$ cat config.mk
export PLATFORM = sky130hd
export DESIGN_NAME = uart_tx_arbiter_flat
export DESIGN_NICKNAME = d
export VERILOG_FILES = /design/src/rtl/uart_pkg.sv /design/src/rtl/uart_tx_arbiter_if.sv /design/src/rtl/uart_tx_arbiter_rr_pick.sv /design/src/rtl/uart_tx_arbiter.sv /design/src/flat_wrapper.sv
export SDC_FILE = /design/constraint.sdc
export NUM_CORES = 1
export LEC_CHECK = 0
export BUFFER_PORTS_ARGS = -buffer_cell sky130_fd_sc_hd__buf_2
export CORE_UTILIZATION = 49
export DETAILED_ROUTE_END_ITERATION = 8
export GPL_TIMING_DRIVEN = 0
export PLACE_DENSITY = 0.76
export SLEW_MARGIN = 30
export SYNTH_ARGS = -nofsm -noshare
export SYNTH_HDL_FRONTEND = slang
export SYNTH_SLANG_ARGS = --single-unit
export TNS_END_PERCENT = 100
$ cat constraint.sdc
create_clock -name clock -period 1.89 [get_ports clock]
set_input_delay 0.378 -clock clock [delete_from_list [all_inputs] [get_ports clock]]
set_output_delay 0.378 -clock clock [all_outputs]
set_load 0.1 [all_outputs]
$ cat src/rtl/uart_pkg.sv
// rtl/uart_pkg.sv - shared UART-side state encodings, character codes and requester slots
package uart_pkg;

    typedef enum logic [1:0] {
        IDLE    = 2'd0,
        WAIT_HI = 2'd1,
        WAIT_LO = 2'd2
    } arb_state_t;

    localparam int CLKS_PER_BIT = 10417;

    localparam logic [7:0] CHAR_START    = 8'h53;
    localparam logic [7:0] CHAR_HIT      = 8'h48;
    localparam logic [7:0] CHAR_GAMEOVER = 8'h52;
    localparam logic [7:0] CHAR_DIGIT0   = 8'h30;

    localparam int REQ_MOLE     = 0;
    localparam int REQ_GAMEOVER = 1;
    localparam int REQ_SCORE    = 2;
    localparam int REQ_DEBUG    = 3;

    function automatic logic [7:0] digit_char(input logic [3:0] digit);
        return CHAR_DIGIT0 + {4'd0, digit};
    endfunction

endpackage

$ cat src/rtl/uart_tx_arbiter_if.sv
// rtl/uart_tx_arbiter_if.sv - producer requests and uart_tx handshake seen by the arbiter
interface uart_tx_arbiter_if #(
    parameter int NUM_REQ = 4
);
    logic [NUM_REQ-1:0]   req;
    logic [8*NUM_REQ-1:0] req_data;
    logic                 tx_busy;
    logic                 tx_start;
    logic [7:0]           tx_data;
    logic [2:0]           grant_id;
    logic [NUM_REQ-1:0]   pending;
    logic                 sent;
    logic                 overrun;
    logic                 tx_timeout;

    // master is the arbiter itself; slave is the producers plus uart_tx side
    modport master (
        input  req, req_data, tx_busy,
        output tx_start, tx_data, grant_id, pending, sent, overrun, tx_timeout
    );

    modport slave (
        output req, req_data, tx_busy,
        input  tx_start, tx_data, grant_id, pending, sent, overrun, tx_timeout
    );
endinterface

$ cat src/rtl/uart_tx_arbiter_rr_pick.sv
// rtl/uart_tx_arbiter_rr_pick.sv - round-robin pick of the first pending slot after the last grant
module rr_pick #(
    parameter int NUM_REQ = 4
) (
    input  logic [NUM_REQ-1:0] pending,
    input  logic [2:0]         last,
    output logic               found,
    output logic [2:0]         next
);
    localparam int IW = (NUM_REQ > 1) ? $clog2(NUM_REQ) : 1;

    logic [IW-1:0] idx;

    always_comb begin
        found = 1'b0;
        next  = 3'd0;
        idx   = '0;
        // k runs to NUM_REQ so the last-granted slot itself is considered last
        for (int k = 1; k <= NUM_REQ; k++) begin
            idx = IW'((int'(last) + k) % NUM_REQ);
            if (!found && pending[idx]) begin
                found = 1'b1;
                next  = 3'(idx);
            end
        end
    end
endmodule

$ cat src/rtl/uart_tx_arbiter.sv
// rtl/uart_tx_arbiter.sv - latches one-cycle byte requests and feeds them round-robin to uart_tx
module uart_tx_arbiter
    import uart_pkg::*;
#(
    parameter int NUM_REQ       = 4,
    parameter int BUSY_WAIT_MAX = 16
) (
    input  logic              clock,
    input  logic              reset,
    uart_tx_arbiter_if.master bus
);
    localparam int CNT_W = $clog2(BUSY_WAIT_MAX + 1);

    arb_state_t         state_q, state_d;
    logic [CNT_W-1:0]   cnt_q, cnt_d;
    logic [2:0]         last_q;
    logic [7:0]         hold_q [NUM_REQ];
    logic [NUM_REQ-1:0] pending_q;
    logic [NUM_REQ-1:0] grant_mask;
    logic               tx_start_q, sent_q, overrun_q, timeout_q;
    logic [7:0]         tx_data_q;
    logic [7:0]         pick_byte;
    logic               pick_found;
    logic [2:0]         pick_idx;
    logic               do_grant, sent_d, timeout_d;

    rr_pick #(.NUM_REQ(NUM_REQ)) u_rr_pick (
        .pending (pending_q),
        .last    (last_q),
        .found   (pick_found),
        .next    (pick_idx)
    );

    always_comb begin
        state_d   = state_q;
        cnt_d     = cnt_q;
        do_grant  = 1'b0;
        sent_d    = 1'b0;
        timeout_d = 1'b0;
        case (state_q)
            IDLE: begin
                if (pick_found && !bus.tx_busy) begin
                    do_grant = 1'b1;
                    cnt_d    = '0;
                    state_d  = WAIT_HI;
                end
            end
            WAIT_HI: begin
                if (bus.tx_busy) begin
                    state_d = WAIT_LO;
                end else if (cnt_q >= CNT_W'(BUSY_WAIT_MAX - 1)) begin
                    timeout_d = 1'b1;
                    state_d   = IDLE;
                end else begin
                    cnt_d = cnt_q + CNT_W'(1);
                end
            end
            WAIT_LO: begin
                if (!bus.tx_busy) begin
                    sent_d  = 1'b1;
                    state_d = IDLE;
                end
            end
            default: state_d = IDLE;
        endcase
    end

    always_comb begin
        grant_mask = '0;
        pick_byte  = 8'd0;
        for (int i = 0; i < NUM_REQ; i++) begin
            grant_mask[i] = do_grant && (pick_idx == 3'(i));
            if (pick_idx == 3'(i)) pick_byte = hold_q[i];
        end
    end

    always_ff @(posedge clock or negedge reset) begin
        if (!reset) begin
            state_q    <= IDLE;
            cnt_q      <= '0;
            last_q     <= 3'd0;
            tx_start_q <= 1'b0;
            tx_data_q  <= 8'd0;
            sent_q     <= 1'b0;
            timeout_q  <= 1'b0;
        end else begin
            state_q    <= state_d;
            cnt_q      <= cnt_d;
            tx_start_q <= do_grant;
            sent_q     <= sent_d;
            timeout_q  <= timeout_d;
            if (do_grant) begin
                tx_data_q <= pick_byte;
                last_q    <= pick_idx;
            end
        end
    end

    // A req landing on its own grant edge refills the slot; that is not an overrun
    always_ff @(posedge clock or negedge reset) begin
        if (!reset) begin
            pending_q <= '0;
            overrun_q <= 1'b0;
            for (int i = 0; i < NUM_REQ; i++) hold_q[i] <= 8'd0;
        end else begin
            pending_q <= (pending_q & ~grant_mask) | bus.req;
            overrun_q <= |(bus.req & pending_q & ~grant_mask);
            for (int i = 0; i < NUM_REQ; i++) begin
                if (bus.req[i]) hold_q[i] <= bus.req_data[8*i +: 8];
            end
        end
    end

    assign bus.tx_start   = tx_start_q;
    assign bus.tx_data    = tx_data_q;
    assign bus.grant_id   = last_q;
    assign bus.pending    = pending_q;
    assign bus.sent       = sent_q;
    assign bus.overrun    = overrun_q;
    assign bus.tx_timeout = timeout_q;
endmodule

$ cat src/flat_wrapper.sv
// flat-port wrapper written by rule: the top's interface ports become plain ports
module uart_tx_arbiter_flat import uart_pkg::*;
#(
    parameter int NUM_REQ       = 4,
    parameter int BUSY_WAIT_MAX = 16
)
  (clock, reset, bus_req, bus_req_data, bus_tx_busy, bus_tx_start, bus_tx_data, bus_grant_id, bus_pending, bus_sent, bus_overrun, bus_tx_timeout);
  uart_tx_arbiter_if #(.NUM_REQ(NUM_REQ)) bus_i ();
  input  logic clock;
  input  logic reset;
  input wire logic [$bits(bus_i.req)-1:0] bus_req;
  input wire logic [$bits(bus_i.req_data)-1:0] bus_req_data;
  input wire logic [$bits(bus_i.tx_busy)-1:0] bus_tx_busy;
  output wire logic [$bits(bus_i.tx_start)-1:0] bus_tx_start;
  output wire logic [$bits(bus_i.tx_data)-1:0] bus_tx_data;
  output wire logic [$bits(bus_i.grant_id)-1:0] bus_grant_id;
  output wire logic [$bits(bus_i.pending)-1:0] bus_pending;
  output wire logic [$bits(bus_i.sent)-1:0] bus_sent;
  output wire logic [$bits(bus_i.overrun)-1:0] bus_overrun;
  output wire logic [$bits(bus_i.tx_timeout)-1:0] bus_tx_timeout;
  assign bus_i.req = bus_req;
  assign bus_i.req_data = bus_req_data;
  assign bus_i.tx_busy = bus_tx_busy;
  assign bus_tx_start = bus_i.tx_start;
  assign bus_tx_data = bus_i.tx_data;
  assign bus_grant_id = bus_i.grant_id;
  assign bus_pending = bus_i.pending;
  assign bus_sent = bus_i.sent;
  assign bus_overrun = bus_i.overrun;
  assign bus_tx_timeout = bus_i.tx_timeout;
  uart_tx_arbiter #(.NUM_REQ(NUM_REQ), .BUSY_WAIT_MAX(BUSY_WAIT_MAX)) u_core (.clock(clock), .reset(reset), .bus(bus_i));
endmodule
# ---- Yosys cells after proc, flatten, opt, wreduce, memory -nomap -nowiden
# Cells that the tools add are included.
dict set report totals {
  regBits 58
  out_inout_bits 19
}
dict set report classes {
  addsub 5
  magnitude_cmp 5
  eq_ne 10
  muxes 36
  bitwise_logic 5
  n_reduce_logical 18
}
# op n
set op_table {}
lappend op_table {{$mux W8} 4}
lappend op_table {{$mux W1} 15}
lappend op_table {{$mux W5} 3}
lappend op_table {{$and A4 B4 Y4} 3}
lappend op_table {{$lt A2 B3 Y1 const B} 4}
lappend op_table {{$mux W2} 5}
lappend op_table {{$pmux W5 S2} 1}
lappend op_table {{$mux W3} 3}
lappend op_table {{$bmux W1 S2} 4}
lappend op_table {{$logic_and A1 B1 Y1} 8}
lappend op_table {{$eq A3 B2 Y1 const B} 2}
lappend op_table {{$ne A2 B2 Y1 const B} 3}
lappend op_table {{$pmux W2 S3} 1}
lappend op_table {{$add A5 B1 Y5 const B} 1}
lappend op_table {{$ge A5 B4 Y1 const B} 1}
lappend op_table {{$add A2 B1 Y2 const B} 2}
lappend op_table {{$add A2 B2 Y2 const B} 2}
lappend op_table {{$logic_not A1 Y1} 4}
lappend op_table {{$not A4 Y4} 1}
lappend op_table {{$or A4 B4 Y4} 1}
lappend op_table {{$reduce_and A4 Y1} 1}
lappend op_table {{$reduce_or A4 Y1} 1}
lappend op_table {{$eq A3 B1 Y1 const B} 1}
lappend op_table {{$logic_not A3 Y1} 1}
lappend op_table {{7 further kinds} 7}

# ---- Logic depth before layout (Yosys ltp)
# Gate-level depths: netlist of the first run.
dict set report depth {
  depth_word 20
  ltp_mapped 8
  ltp_nobuf 8
}

# ---- Modules after synthesis
# Synthesis of the first run repeated with hierarchy kept, for this count alone.
dict set report unflattened {
  cells_unflattened 196
  area_unflattened_um2 2627.5
}
# mod instances cells_each area_per_inst_um2
set by_module_without_submodules {}
lappend by_module_without_submodules {uart_tx_arbiter 1 180 2524.9}
lappend by_module_without_submodules {rr_pick 1 16 102.6}

# ---- Worst setup path before layout of the first run
# OpenSTA, ideal clock, no wires.
dict set report synth_path {
  path_type {reg-to-reg}
  from {reg u_core.last_q[1], in the netlist u_core.bus.grant_id[1]}
  to {reg u_core.tx_data_q[2], in the netlist u_core.bus.tx_data[2]}
  setup_time_ns 0.126
  arrival_time_ns 2.483
  setup_slack_ns -0.719
  path_stages_with_launch 8
  synth_period_minus_slack_ns 2.609
  path_cell_list {dfrtp_1 -> buf_6 -> mux2i_4 -> a2bb2oi_4 -> nand2_4 -> buf_6 -> mux2_4 -> a221o_1}
}
dict set report synth_between {
  elab_chain_cells 18
  word_cells_on_any_way 37
  classes_between {4 x add/sub; 3 x eq/ne; 22 x mux; 8 x reduce/logical}
}
# element line
set synth_rtl {}
lappend synth_rtl {{start, declared} uart_tx_arbiter.sv:16} ;# logic [2:0] last_q;
lappend synth_rtl {{start signal, assigned} uart_tx_arbiter.sv:94} ;# last_q <= pick_idx;
lappend synth_rtl {{$add A2 B1 Y2} uart_tx_arbiter_rr_pick.sv:20} ;# idx = IW'((int'(last) + k) % NUM_REQ);
lappend synth_rtl {{$bmux W1 S2} uart_tx_arbiter_rr_pick.sv:21} ;# if (!found && pending[idx]) begin
lappend synth_rtl {{$mux W1 (implied by the code)} uart_tx_arbiter_rr_pick.sv:21}
lappend synth_rtl {{$mux W1} uart_tx_arbiter_rr_pick.sv:21}
lappend synth_rtl {{$logic_not A1 Y1} uart_tx_arbiter_rr_pick.sv:21}
lappend synth_rtl {{$logic_and A1 B1 Y1} uart_tx_arbiter_rr_pick.sv:21}
lappend synth_rtl {{$mux W1} uart_tx_arbiter_rr_pick.sv:21}
lappend synth_rtl {{$logic_not A1 Y1} uart_tx_arbiter_rr_pick.sv:21}
lappend synth_rtl {{$logic_and A1 B1 Y1} uart_tx_arbiter_rr_pick.sv:21}
lappend synth_rtl {{$mux W1} uart_tx_arbiter_rr_pick.sv:21}
lappend synth_rtl {{$logic_not A1 Y1} uart_tx_arbiter_rr_pick.sv:21}
lappend synth_rtl {{$logic_and A1 B1 Y1} uart_tx_arbiter_rr_pick.sv:21}
lappend synth_rtl {{$mux W3} uart_tx_arbiter_rr_pick.sv:21}
lappend synth_rtl {{$logic_not A3 Y1} uart_tx_arbiter.sv:73} ;# if (pick_idx == 3'(i)) pick_byte = hold_q[i];
lappend synth_rtl {{$mux W8 (4 in a row)} uart_tx_arbiter.sv:73}
lappend synth_rtl {{end signal, assigned} uart_tx_arbiter.sv:93} ;# tx_data_q <= pick_byte;
lappend synth_rtl {{end, declared} uart_tx_arbiter.sv:21} ;# logic [7:0] tx_data_q;
# Several ways; a longest one is shown, not always the timed one. The select of a mux whose other input is x is not followed.
# A chain may end at the register's enable or synchronous reset.

# ---- Worst setup path after layout of the first run
dict set report layout_path {
  from {reg u_core.last_q[1], in the netlist u_core.bus.grant_id[1]}
  to {reg u_core.tx_data_q[6], in the netlist u_core.bus.tx_data[6]}
}
# The elaborated chain is that of the path after synthesis.

==> impl_results.md, run 1 <==
- Status: finished with violations
- Violated checks: setup timing
- Core Rows: 26
- R2R depth: 6
- DRT antenna net count: 0
- Yosys warnings: 0
- Synth top area cells: dfrtp_1, mux2_2, mux2_4
- RSZ-0062 raised after global routing: true
- # clock sinks: 57
- Starting DRT DRC Count: 86
- WL final: 6130 microns
- Main flop type after synthesis: dfrtp_1
- Grt total ovfl: 0
- Worst hold slack: 90.3 ps
- CP Launch Type: register
- Initial core utilization: 0.517
- CP required: 2100 ps
- Largest area contributor in the netlist: dfrtp_1
- Number of global-route vias before repair: 2111
- Cells after Synth: 218
- Worst-path clk slew: 60 ps
- Die Area: 5760 sq um
- Via density: 5.58
- Number of port buffers: 52
- Crit path max-delay family: multiplexers
- Share of the synthesized area in the top cell type: 0.533
- DR WL/cell: 16.6 microns
- Synth async-reset ratio: 1.00
- Finished Layout Cells: 370
- CP max stage delay: 460 ps
- Final slew viol count: 0
- Hold Crit Class: input pin to async pin
- Syn Std Cell Area: 2680 sq um
- Headroom to the max-slew limit: 0.525
- Final Instance Area: 3440 sq um
- Worst flop-to-flop path endpoint: u_core.bus.tx_data[6]
- # diodes: 0
- Initial antenna violation count: 0
- GPL Wtd Cong: 0.784
- Largest net degree at the start of global routing: 58
- R2r setup slk: -10 ps
- Global-route wire length before repair: 10000 microns
- Power Dens Cells: 1510 nW/um^2
- Final setup violation count: 6
- Layout net count: 337
- Total GRT Usage: 0.229
- Peak VDD IR: 0.930 mV
- Post-synthesis register bit count: 57
- Inserted Clock Buffers: 9
- Hold Vio Cnt, Final: 0
- Fin crit share: 1.01
- Arrival time of the worst setup path: 2120 ps
- Post-synthesis sequential area ratio: 0.533
- Root buffer cell: clkbuf_8
- Max Cap Violations: 0
- Pleak: 1.55 nW
- Worst slew pin tran: 713 ps
- Die width: 75.9 microns
- Count of unique library cells instantiated by Yosys: 42
- Worst setup path start: u_core.bus.grant_id[1]
- Reg2reg start: u_core.bus.grant_id[1]
- Fmax: 525 MHz
- Syn_nets: 259
- Worst skew pair latency: 330 ps
- Layout area overhead: 28.5%
- CP endpoint kind: register
- Buf+Inv Stages, Crit Path: 1
- Post-synth EDFFs: 0
- Worst-case clock buffer depth: 2
- Die Ht: 75.9 microns
- Final Skew: 7.83 ps
- CP max-delay cell: dfrtp_4
- Tmin final: 1900 ps
- DP Cell Count: 340
- Maximum fanout along the worst path: 8
- CTS tree: built
- Io pins: 58
- Placed Area: 3040 sq um
- Final Worst Setup Slack: -14.9 ps
- Worst path cell trace: mux2i_4, a2bb2oi_4, nand2_4, buf_12, mux2_4, a221o_1
- Core Footprint: 5170 sq um
- Synthesized area per cell: 12.3 sq um
- Layout fillers: 394
- Post-DP HPWL: 3840 microns
- Share of post-route cells with drive strength above 1: 0.520
- # DRC: 0
- Via count: 2064
- TritonRoute pass-1 iters: 4
- CP Class: register to register
- H-Tree Depth: 3
[stage by stage]
step | TNS, ps | util | power [mW] | worst slack [ps]
floorplan | -2590 | - | 3.47 | -319
global placement | -3150 | 0.588 | 3.87 | -321
global route | -719 | 0.665 | 5.45 | -77.5
finish | -57.7 | 0.665 | 5.20 | -14.9
CTS | -3.06 | 0.646 | 5.09 | -3.06
detailed placement | -3760 | 0.589 | 3.89 | -357
[layer usage]
layer,vias to the layer above,track usage,wire [microns]
met5,-,0,0
met4,0,0.106,120
met3,13,0.0687,301
met2,60,0.363,2970
met1,1036,0.288,2730
li1,955,-,-
[power breakdown]
group | internal [mW] | leakage, nW | switching [mW] | total [mW]
sequential | 1.45 | 0.676 | 0.183 | 1.64
clock | 0.499 | 0.0822 | 0.452 | 0.952
combinational | 0.891 | 0.793 | 1.72 | 2.61
[timing repair]
item | in CTS | in global routing
endpoints found under the setup margin | 18 | 11
hold buffers | 0 | 0
gates cloned | 0 | 0
pin swaps | 6 | 7
buffers inserted | 12 | 6
gates resized for setup | 15 | 16
[logic make-up after synthesis]
logic type      share of synthesized area
simple gates                       0.0879
compound gates                      0.140
buf+inv                            0.0397
other cells                       0.00140
fa+ha+maj                         0.00935
mux                                 0.189
flops                               0.533
[sequential cells by signal, indices dropped and copies added, names as in the netlist]
name	cells
u_core.bus.tx_data	8
u_core.bus.grant_id	2
u_core.bus.tx_start	1
u_core.bus.pending	4
u_core.bus.tx_timeout	1
u_core.hold_q	32
u_core.bus.overrun	1
u_core.state_q	2
u_core.bus.sent	1
u_core.cnt_q	5
[area by class of cell]
class,instances,area [sq um],area share
sequential,57,1440,0.419
multi-input combinational,140,1240,0.361
timing repair buffer,70,398,0.116
clock buffer,12,145,0.0422
tap,70,87.6,0.0255
buffer,9,72.6,0.0211
inverter,9,33.8,0.00983
clock inverter,3,17.5,0.00509
[worst max path at each step]
| stage | endpoint | depth (start not counted) |
|---|---|---|
| 2_1_floorplan | u_core.bus.tx_data[2] | 7 |
| 3_3_place_gp | u_core.bus.overrun | 7 |
| 3_5_place_dp | u_core.bus.tx_data[2] | 6 |
| 4_1_cts | u_core.bus.tx_data[4] | 6 |
| 5_1_grt | u_core.bus.tx_data[4] | 6 |
| 6_report | u_core.bus.tx_data[6] | 6 |
[layout by cell type (no fill, tap or decap), types with 3 or more instances in the layout]
master,netlist,final
clkbuf_8,0,10
dfrtp_2,0,3
clkbuf_1,6,6
dfrtp_1,57,51
nand2_1,9,9
nand3_1,10,10
mux2_2,34,34
o21ai_2,1,3
o21ai_0,15,13
nand2b_1,5,5
a21oi_1,9,8
buf_4,3,21
buf_2,1,51
a221o_1,8,8
dfrtp_4,0,3
inv_1,9,9
mux2_4,6,6
o31ai_1,3,3
nor2_1,6,6
o211ai_1,4,4
[cells in the mapped netlist, types with 2 or more instances]
cell type and instances:
clkbuf_1 6, a21oi_1 9, inv_1 9, nand2_1 9
a311oi_1 2, mux2_2 34, nand2b_1 5, o211ai_1 4
o31ai_1 3, dfrtp_1 57, a21boi_0 2, mux2_4 6
o21ai_0 15, a221o_1 8, o22ai_1 2, buf_4 3
ha_1 2, buf_6 2, nor2_1 6, and3_1 2
nand3_1 10, o311ai_0 2
No activity file was read; power rests on OpenSTA's default activity.
==> run 2: changes to the inputs <==
CORE_UTILIZATION = 50   (was 49)
PLACE_DENSITY = 0.74   (was 0.76)
clock period = 2 ns   (was 1.89 ns; I/O delays follow)
==> run 2 against run 1 <==
  * The run still ends with setup timing left
  * Clock skew up 0.70 ps
  * Non-clock buffer count down 8
  * Combinational power down 8.8%
  * Clock-buffer cell count unchanged
  * Utilization down 0.066 points
  * Maximum frequency down 4.8%
  * Via count down 5.1%
==> impl_results.md, run 2 (synthesis results as in run 1) <==
- Status: finished with violations
- Violated checks: setup timing
- Worst setup path start: u_core.bus.grant_id[1]
- Layout net count: 329 (-2.4%)
- Number of port buffers: 52 (unchanged)
- Tmin final: 2000 ps (+96.2 ps)
- DRT antenna net count: 0 (unchanged)
- CP max-delay cell: dfrtp_4
- Max reg flops: 32 (unchanged)
- Power Dens Cells: 1480 nW/um^2 (-2.4%)
- # clock sinks: 57 (unchanged)
- Reg with most FFs: u_core.hold_q
- Core Rows: 26 (unchanged)
- CP max stage delay: 480 ps (+20 ps)
- Maximum fanout along the worst path: 10 (+2)
- CP dominant cell by count: buf_12
- Inserted Clock Buffers: 9 (unchanged)
- Worst path cell trace: buf_12, mux2i_4, a2bb2oi_4, nand2_4, buf_12, mux2_4, a221o_1
- Final Skew: 8.54 ps (+0.702 ps)
- CP Launch Type: register
- Worst-case clock buffer depth: 2 (unchanged)
- H-Tree Depth: 3 (unchanged)
- RSZ-0062 raised after global routing: true
- Global-route wire length before repair: 9300 microns (-7.2%)
- Initial core utilization: 0.521 (+0.00327)
- Via count: 1958 (-5.1%)
- CP Class: register to register
- Io pins: 58 (unchanged)
- Final core occ: 0.664 (about the same)
- Via density: 5.39 (-3.3%)
- Post-DP HPWL: 3800 microns (-1.1%)
- Crit path max-delay family: multiplexers
- WL final: 5680 microns (-7.4%)
- Die Area: 5650 sq um (-2.0%)
- Core Footprint: 5140 sq um (-0.63%)
- Arrival time of the worst setup path: 2230 ps (+110 ps)
- Headroom to the max-slew limit: 0.537 (+0.0119)
- Fmax: 500 MHz (-4.8%)
- Buf+Inv Stages, Crit Path: 2 (+1)
- # diodes: 0 (unchanged)
- Worst slew pin tran: 695 ps (-17.8 ps)
- Placed Area: 3040 sq um (about the same)
- Final Worst Setup Slack: -1.13 ps (+13.8 ps)
- Starting DRT DRC Count: 82 (-4.7%)
- CP endpoint kind: register
- Final slew viol count: 0 (unchanged)
- # DRC: 0 (unchanged)
- CTS tree: built
- Root buffer cell: clkbuf_8
- Reg2reg start: u_core.bus.grant_id[1]
- Final setup violation count: 1 (-5)
- Peak VDD IR: 0.836 mV (-10%)
- Number of global-route vias before repair: 1973 (-6.5%)
- Worst-path clk slew: 70 ps (about the same)
- DR WL/cell: 15.6 microns (-5.6%)
- Die Ht: 75.2 microns (-0.98%)
- Commonest cells after routing, fill and taps aside: buf_2, dfrtp_1, mux2_2, o21ai_0, buf_4
- Layout area overhead: 27.5%
- Max Cap Violations: 0 (unchanged)
- Final Instance Area: 3410 sq um (-0.73%)
- Initial antenna violation count: 0 (unchanged)
- Worst skew pair latency: 340 ps (about the same)
- Fin crit share: 1.00 (-0.00731)
- Grt total ovfl: 0 (unchanged)
- Hold Vio Cnt, Final: 0 (unchanged)
- Share of post-route cells with drive strength above 1: 0.498 (-0.0217)
- Finished Layout Cells: 363 (-1.9%)
- Pleak: 1.53 nW (-1.2%)
- Hold Crit Class: input pin to async pin
- Total GRT Usage: 0.235 (+0.00666)
- GPL Wtd Cong: 0.799 (+2.0%)
- Largest net degree at the start of global routing: 58 (unchanged)
- Tot Pwr: 5.04 mW (-3.1%)
- DP Cell Count: 340 (unchanged)
- Die width: 75.2 microns (-0.98%)
- CP required: 2230 ps (+130 ps)
- TritonRoute pass-1 iters: 4 (unchanged)
[run 2: changes by cell type in the layout (fill, tap and decap cells not counted), moves of 2 or more]
cell	change
buf_4	-7
buf_6	-2
o311ai_1	-2
o21ai_2	-3
o311ai_0	+2
o21ai_0	+2
[run 2: final timing paths]
check	cells after the start	slack, ps	end
max	7	-1	u_core.bus.tx_data[3]
min	1	100	u_core.bus.tx_start
max reg2reg	7	-1	u_core.bus.tx_data[3]
min reg2reg	1	510	u_core.hold_q[19]
max in group asynchronous	1	1370	u_core.bus.pending[0]
min in group clock	2	290	u_core.hold_q[4]
[run 2: layer usage]
layer | share of wire | wire length [microns] | GRT usage | up-vias
li1 | - | - | - | 932
met1 | 0.44 | 2500 | 0.296 | 950
met2 | 0.48 | 2750 | 0.362 | 65
met3 | 0.054 | 309 | 0.0977 | 11
met4 | 0.022 | 123 | 0.0967 | 0
met5 | 0 | 0 | 0 | -
[run 2: where the power goes]
group          switching [mW]  total [mW]  internal (mW)
Clock                   0.472        1.12          0.643
Combinational            1.57        2.38          0.806
Sequential              0.173        1.54           1.37
Total                    2.22        5.04           2.82
[run 2: repair_timing]
item,in CTS,in global routing
hold buffers,0,0
setup endpoints to repair,10,16
resized for setup,10,14
pin swaps,2,5
setup buffers,3,6
[run 2: area by class of cell]
| class | instances | area (sq um) |
|---|---|---|
| buffer | 10 | 85.1 |
| multi-input combinational | 140 | 1230 |
| clock inverter | 4 | 51.3 |
| tap | 70 | 87.6 |
| fill | 414 | 1730 |
| clock buffer | 12 | 155 |
| sequential | 57 | 1440 |
| timing repair buffer | 61 | 330 |
| inverter | 9 | 33.8 |
[run 2: per-stage QoR]
step | setup TNS (ps) | hold WS (ps) | setup WS (ps)
2_1_floorplan | -1550 | 104 | -209
5_1_grt | -319 | 153 | -48.0
4_1_cts | 0 | 128 | 8.88
3_5_place_dp | -1640 | 491 | -243
3_3_place_gp | -1570 | 486 | -257
6_report | -1.13 | 100 | -1.13
[run 2: worst reg2reg max path, delay by kind of cell (launching register included)]
family | cells | cell delay [ps]
buf+inv | 2 | 300
flops | 1 | 480
compound gates | 2 | 510
simple gates | 1 | 80
mux | 2 | 530
